===== src/rtl/serial_frame_tx.sv =====
// serial_frame_tx: shifts out header, MSB-first payload and optional even parity on one line
module serial_frame_tx #(
  parameter int HDR_W = 4,
  parameter logic [HDR_W-1:0] HDR = 4'b1010,
  parameter int DATA_W = 4,
  parameter int PARITY_EN = 1,
  parameter logic IDLE_BIT = 1'b0
) (
  input  logic              clk,
  input  logic              rst,
  input  logic [DATA_W-1:0] din,
  input  logic              load,
  output logic              ready,
  output logic              dout,
  output logic              frame_active,
  output logic              done
);
  localparam int L = HDR_W + DATA_W + PARITY_EN;
  localparam int CW = $clog2(L);
  typedef enum logic [1:0] {IDLE, HEADER, DATA, PARITY} state_t;
  state_t state, nstate;
  logic [CW-1:0] cnt, ncnt;
  logic [L-1:0] sreg, nsreg;
  logic [HDR_W+DATA_W:0] full;
  logic last, accept, ndout, nact, ndone;
  assign last = state != IDLE && cnt == CW'(L - 1);
  assign ready = rst && (state == IDLE || last);
  assign accept = load && ready;
  assign full = {HDR, din, ^din};
  // cnt indexes the bit currently on dout; sreg MSB is that bit
  always_comb begin
    nstate = state;
    ncnt = cnt;
    nsreg = sreg;
    if (accept) begin
      nstate = HEADER;
      ncnt = '0;
      nsreg = L'(full >> (1 - PARITY_EN));
    end else if (last) begin
      nstate = IDLE;
      ncnt = '0;
    end else if (state != IDLE) begin
      ncnt = cnt + 1'b1;
      nsreg = sreg << 1;
      if (state == HEADER && ncnt == CW'(HDR_W)) nstate = DATA;
      else if (state == DATA && ncnt == CW'(HDR_W + DATA_W)) nstate = PARITY;
    end
    nact = nstate != IDLE;
    ndout = nact ? nsreg[L-1] : IDLE_BIT;
    ndone = nact && ncnt == CW'(L - 1);
  end
  always_ff @(posedge clk) begin
    if (!rst) begin
      state <= IDLE;
      cnt <= '0;
      sreg <= '0;
      dout <= IDLE_BIT;
      frame_active <= 1'b0;
      done <= 1'b0;
    end else begin
      state <= nstate;
      cnt <= ncnt;
      sreg <= nsreg;
      dout <= ndout;
      frame_active <= nact;
      done <= ndone;
    end
  end
endmodule

===== config.mk =====
export PLATFORM = sky130hd
export DESIGN_NAME = serial_frame_tx
export DESIGN_NICKNAME = d
export VERILOG_FILES = /design/src/rtl/serial_frame_tx.sv
export SDC_FILE = /design/constraint.sdc
export NUM_CORES = 1
export LEC_CHECK = 0
export CORE_MARGIN = 2
export CORE_UTILIZATION = 51
export CTS_CLUSTER_DIAMETER = 200
export CTS_CLUSTER_SIZE = 20
export DETAILED_ROUTE_END_ITERATION = 16
export PLACE_DENSITY = 0.74
export RECOVER_POWER = 100
export SLEW_MARGIN = 20
export SYNTH_ARGS = -nofsm -noshare
export SYNTH_HDL_FRONTEND = slang
export SYNTH_SLANG_ARGS = --single-unit

===== constraint.sdc =====
create_clock -name clk -period 1.5 [get_ports clk]
set_input_delay 0.3 -clock clk [delete_from_list [all_inputs] [get_ports clk]]
set_output_delay 0.3 -clock clk [all_outputs]
set_load 0.02 [all_outputs]

==> results of run 1 <==
## sequential cells by signal, summed over array words and instances, names as in the netlist
| name | cells |
|---|---|
| dout | 1 |
| sreg | 8 |
| done | 1 |
| frame_active | 1 |
| cnt | 4 |
| state | 2 |
## per-stage QoR
step | instance area, um2 | setup TNS, ns
finish | 1122 | -0.1011
global route | 1122 | -0.1710
CTS | 1105 | -0.1204
detailed placement | 1055 | -0.3604
global placement | 1055 | -0.3551
floorplan | 863.3 | 0
## per-layer routing
layer,track usage,vias up,wire length [um],part of all wire
met4,0.06471,0,0,0
li1,-,367,-,-
met5,0,-,0,0
met2,0.3457,16,866,0.50
met1,0.2272,330,786,0.46
met3,0.06800,0,64,0.037
## area by class of cell
cell class,instances,share of cell area
multi-input combinational,65,0.4482
sequential,17,0.3055
timing repair buffer,26,0.1940
clock buffer,3,0.02007
tap,16,0.01784
inverter,3,0.01003
clock inverter,1,0.004459
## critical path: cells and delay by family, from the launching register on
| kind | cells | cell delay (ns) |
|---|---|---|
| AO/OA/AOI/OAI | 1 | 0.19 |
| adder cells (fa/ha/maj) | 1 | 0.16 |
| buffers and inverters | 2 | 0.17 |
| flip-flops | 1 | 0.35 |
| AND/OR/NAND/NOR | 1 | 0.14 |
## final timing paths
path / to / from / cells after the start / slack [ns]
worst max register to register: sreg[7]$_SDFFE_PP0P_ / cnt[0]$_SDFF_PN0_ / 8 / 0.11
worst min register to register: sreg[7]$_SDFFE_PP0P_ / sreg[6]$_SDFFE_PN0P_ / 2 / 0.48
worst min-delay path: sreg[7]$_SDFFE_PP0P_ / sreg[6]$_SDFFE_PN0P_ / 2 / 0.48
worst max-delay path: ready / cnt[0]$_SDFF_PN0_ / 5 / -0.10
## layout by cell type, fill, tap and decap left out, types with 2 or more instances in the layout
cell | netlist | final
o21a_1 | 2 | 2
mux2i_1 | 4 | 4
a31oi_1 | 2 | 2
xnor2_1 | 4 | 3
clkdlybuf4s50_1 | 0 | 6
o211a_1 | 5 | 5
dlygate4sd2_1 | 0 | 3
a21boi_0 | 3 | 3
dfxtp_2 | 0 | 2
nor2_1 | 3 | 3
clkbuf_4 | 0 | 3
inv_2 | 0 | 2
dfxtp_1 | 17 | 15
nand2_1 | 11 | 11
o211ai_1 | 2 | 2
o21ai_0 | 4 | 4
nand3b_1 | 2 | 2
nor3_1 | 2 | 2
buf_4 | 0 | 16
## synth_stat cells, types with 2 or more instances
| cell | count | share of area |
|---|---|---|
| ha_1 | 3 | 0.043 |
| o21a_1 | 2 | 0.017 |
| clkbuf_1 | 2 | 0.0087 |
| a31oi_1 | 2 | 0.014 |
| o211ai_1 | 2 | 0.017 |
| nand2_1 | 11 | 0.048 |
| dfxtp_1 | 17 | 0.39 |
| and2_1 | 2 | 0.014 |
| nor2_1 | 3 | 0.013 |
| xnor2_1 | 4 | 0.041 |
| nor3_1 | 2 | 0.012 |
| buf_2 | 2 | 0.012 |
| o211a_1 | 5 | 0.058 |
| o21ai_0 | 4 | 0.023 |
| mux2i_1 | 4 | 0.046 |
| nand3b_1 | 2 | 0.017 |
| a21boi_0 | 3 | 0.026 |
| inv_1 | 3 | 0.013 |
## kinds of logic (layout without fill, tap and decap cells)
group / after synthesis / count (layout) / synth area share
fa+ha+maj: 3 / 3 / 0.04348
buf+inv: 9 / 33 / 0.05217
flops: 17 / 17 / 0.3942
compound gates: 25 / 25 / 0.2348
xor+xnor: 5 / 5 / 0.05072
simple gates: 28 / 28 / 0.1783
mux: 4 / 4 / 0.04638
## what timing repair did
action | 4_1_cts | 5_1_grt
gates resized for setup | 16 | 2
setup buffers | 1 | 1
pin swaps | 3 | 2
endpoints found under the setup margin | 4 | 2
## power breakdown
part,leakage (nW),switching [mW],internal (mW)
Clock,0.0177,0.147,0.0993
Sequential,0.140,0.0138,0.479
Combinational,0.336,0.0936,0.109
==> flow_summary.ini, run 1 <==
[layout]
syn_to_final_growth_pct = 30.00
stdcell_count = 131
multi_input_area_um2 = 503.0
seq_area_um2 = 342.8
drive_gt1_frac = 0.3043
nets = 126
fillers = 126
final_util = 0.7281
diodes = 0

[route]
drcViolationCount = 0
wl_per_cell_um = 13.11
ant_nets = 0
dr.pass1.iters = 4
drt_wl_total_mm = 1.717
avgViaCountPerCell = 5.443
vias = 713
drtIter0Drc = 5

[run_status]
outcome = complete, but fails checks
failed_checks = setup timing

[setup_path]
path_cells = inv_2 -> ha_4 -> a21o_4 -> and2_4 -> buf_6
cp_data_arrival_time_ns = 1.30
setup.worst_path.end_class = primary output
worst_setup_path_start_kind = flip-flop
critPathSlowestCell = dfxtp_2
critical_path_class = reg2out
slowest_delay_ns = 0.35
crit_required_ns = 1.20
cp_max_fo = 2

[global_route]
antenna_found_initial = 0
grt_max_degree = 16
track_usage = 0.1992
grt_pass1_wl_mm = 2.932
gr-total-overflow = 0
grt_pass1_vias = 708

[die]
die_x_um = 45.15
die_area_um2 = 2038
initial_core_util = 0.5601
design.portCount = 11
die_y_um = 45.15
rows = 14
coreArea_um2 = 1541

[sta]
min_period_ns = 1.601
hold_viol_final = 0
skew_ns = 0.008506
rsz0062_at_grt = yes
tightest_slew_ns = 0.3204
period_share = 1.067
max_slew_margin = 0.7842
finalSetupViolCount = 1
clock.fmax_ghz = 0.6246
setup_slack_ns = -0.1011
hold_ws_ns = 0.4797
final_max_slew_viol_count = 0

[power_and_ir_drop]
max-vdd-ir-drop_v = 0.0007876
total_leakage_power_nw = 0.4941
pwr_density_cell_nw_per_um2 = 838.8
finalPower_mw = 0.9414

[placement]
port_buffers = 10
hpwl_mm = 1.209
dp_cells = 125
gp_congestion = 0.8684
pre_cts_slack_ns = -0.3604

[yosys]
netlist_area_um2 = 863.3
synth_nets = 101
synth-edff-count = 0
avgSynthCellArea_um2 = 9.487
synth_flop_cell = dfxtp_1
synthArstFlopShare = 0
synthDistinctLibCells = 36
synthCells = 91
ys_seq_area_frac = 0.3942
ys_warn_count = 0
synth_seq_cells = 17

[clock_network]
cts_tree = built
clkLatencyLatePin_ns = 0.29
cts_root_buf = clkbuf_4
cts_max_path_buffers = 2
ctsHoldBuffers = 0
path_clk_slew_ns = 0.10
cts_buffers = 3
clkSinkCount = 17
htreeDepth = 1

[run]
maxCapViolCount = 0

[worst_hold_path]
hp-class = reg2reg
Note: power is estimated with default switching activity, not from simulation.
==> run 2, diff against run 1 <==
- CORE_UTILIZATION: 51 -> 30
- PLACE_DENSITY: 0.74 -> not set
- clock period: 1.5 -> 1.87 ns (I/O delays scaled with it)
==> flow_summary.ini, run 2 (synthesis results as in run 1) <==
[sta]
period_share = 0.9453
min_period_ns = 1.768
hold_ws_ns = 0.4696
final_max_slew_viol_count = 0
skew_ns = 0.007884
tightest_slew_ns = 0.5889
max_slew_margin = 0.6074
final.setup.tns_ns = 0
setup_slack_ns = 0.1022
finalSetupViolCount = 0
clock.fmax_ghz = 0.5657
rsz0062_at_grt = no
hold_viol_final = 0

[layout]
syn_to_final_growth_pct = 22.75
final_common_cell = dfxtp_1
fillers = 281
regMostFlops = sreg
largest_reg_flops = 8
nets = 121
layout_common_cells = dfxtp_1, nand2_1, buf_4, clkdlybuf4s50_1, o211a_1
stdcell_count = 141
stdcell_area_um2 = 1060
reg_top3 = sreg x8, cnt x4, state x2
diodes = 0
drive_gt1_frac = 0.1818

[placement]
port_buffers = 10
gp_congestion = 0.7796
pre_cts_slack_ns = -0.1190
placed_area_um2 = 1051
hpwl_mm = 1.231
dp_cells = 137

[clock_network]
cts_max_path_buffers = 2
post_cts_buffers = 0
cts_buffers = 3
cts_tree = built
clkSinkCount = 17
clkLatencyLatePin_ns = 0.29
htreeDepth = 1
path_clk_slew_ns = 0.11
cts_root_buf = clkbuf_4

[die]
design.portCount = 11
die_x_um = 57.65
die_y_um = 57.65
initial_core_util = 0.3158
rows = 19
coreArea_um2 = 2734
die_area_um2 = 3323

[global_route]
grt_pass1_wl_mm = 2.953
gr-total-overflow = 0
track_usage = 0.1122
antenna_found_initial = 0
grt_pass1_vias = 703
grt_max_degree = 16

[setup_path]
slowest_delay_ns = 0.34
worst_setup_path_start_kind = flip-flop
cp_top_family = flip-flops
critical_path_class = reg2out
crit_required_ns = 1.50
cp_data_arrival_time_ns = 1.39
path_buf_inv = 2
path_cells = inv_1 -> ha_2 -> a21o_4 -> and2_1 -> buf_2
cp_max_fo = 2
critPathSlowestCell = dfxtp_2
setup.worst_path.end_class = primary output

[worst_hold_path]
hp-class = reg2reg

[route]
avgViaCountPerCell = 4.965
dr.pass1.iters = 4
drt_wl_total_mm = 1.658
ant_nets = 0
wl_per_cell_um = 11.76
vias = 700
drcViolationCount = 0
drtIter0Drc = 19

[power_and_ir_drop]
total_leakage_power_nw = 0.4502
max-vdd-ir-drop_v = 0.0003430
pwr_density_cell_nw_per_um2 = 691.8

[run_status]
outcome = complete, no violations

[run]
maxCapViolCount = 0
==> run 2: path summary, 6_finish.rpt <==
kind	from	to	slack [ns]	cells past startpoint
worst max-delay path	cnt[0]$_SDFF_PN0_	ready	0.10	5
worst max register to register	cnt[0]$_SDFF_PN0_	cnt[0]$_SDFF_PN0_	0.26	6
worst min register to register	sreg[7]$_SDFFE_PP0P_	dout$_SDFF_PN0_	0.47	2
worst min-delay path	sreg[7]$_SDFFE_PP0P_	dout$_SDFF_PN0_	0.47	2
==> run 2: stage by stage <==
stage / power, mW / util
2_1_floorplan: 0.4968 / -
5_1_grt: 0.7768 / 0.3876
6_report: 0.7332 / 0.3876
3_5_place_dp: 0.5497 / 0.3844
4_1_cts: 0.7499 / 0.3927
3_3_place_gp: 0.5470 / 0.3844
==> run 2: layer usage <==
metal,track usage,share of wire,vias to the layer above
li1,-,-,356
met1,0.1319,0.46,336
met2,0.2078,0.51,8
met3,0.02009,0.029,0
met4,0.02990,0,0
met5,0,0,-
==> run 2: layout make-up <==
class	count	area, um2	share of cell area
multi-input cells	65	474.2	0.4475
repair buffers	21	166.4	0.1570
flip-flops and latches	17	341.6	0.3223
clock inverters	1	5.005	0.004723
inverters	3	11.26	0.01063
clock buffers	3	22.52	0.02125
well taps	31	38.79	0.03660
==> run 2: where the power goes <==
group          leakage, nW  switching [mW]  internal [mW]  total, mW
combinational        0.293          0.0698         0.0687      0.139
sequential           0.140          0.0101          0.384      0.394
clock               0.0177           0.121         0.0795      0.201
==> run 2: worst register-to-register path: stages, from the launching register on <==
cell and delay (ns):
dfxtp_2 0.33, inv_1 0.07, ha_2 0.19, a21o_4 0.11, clkbuf_1 0.45, o21ai_0 0.16, and3_1 0.19
==> run 2: timing repair <==
item	in CTS	in global routing
setup endpoints to repair	1	1
hold buffers	0	0
hold endpoints to repair	0	0
gates resized for setup	4	3
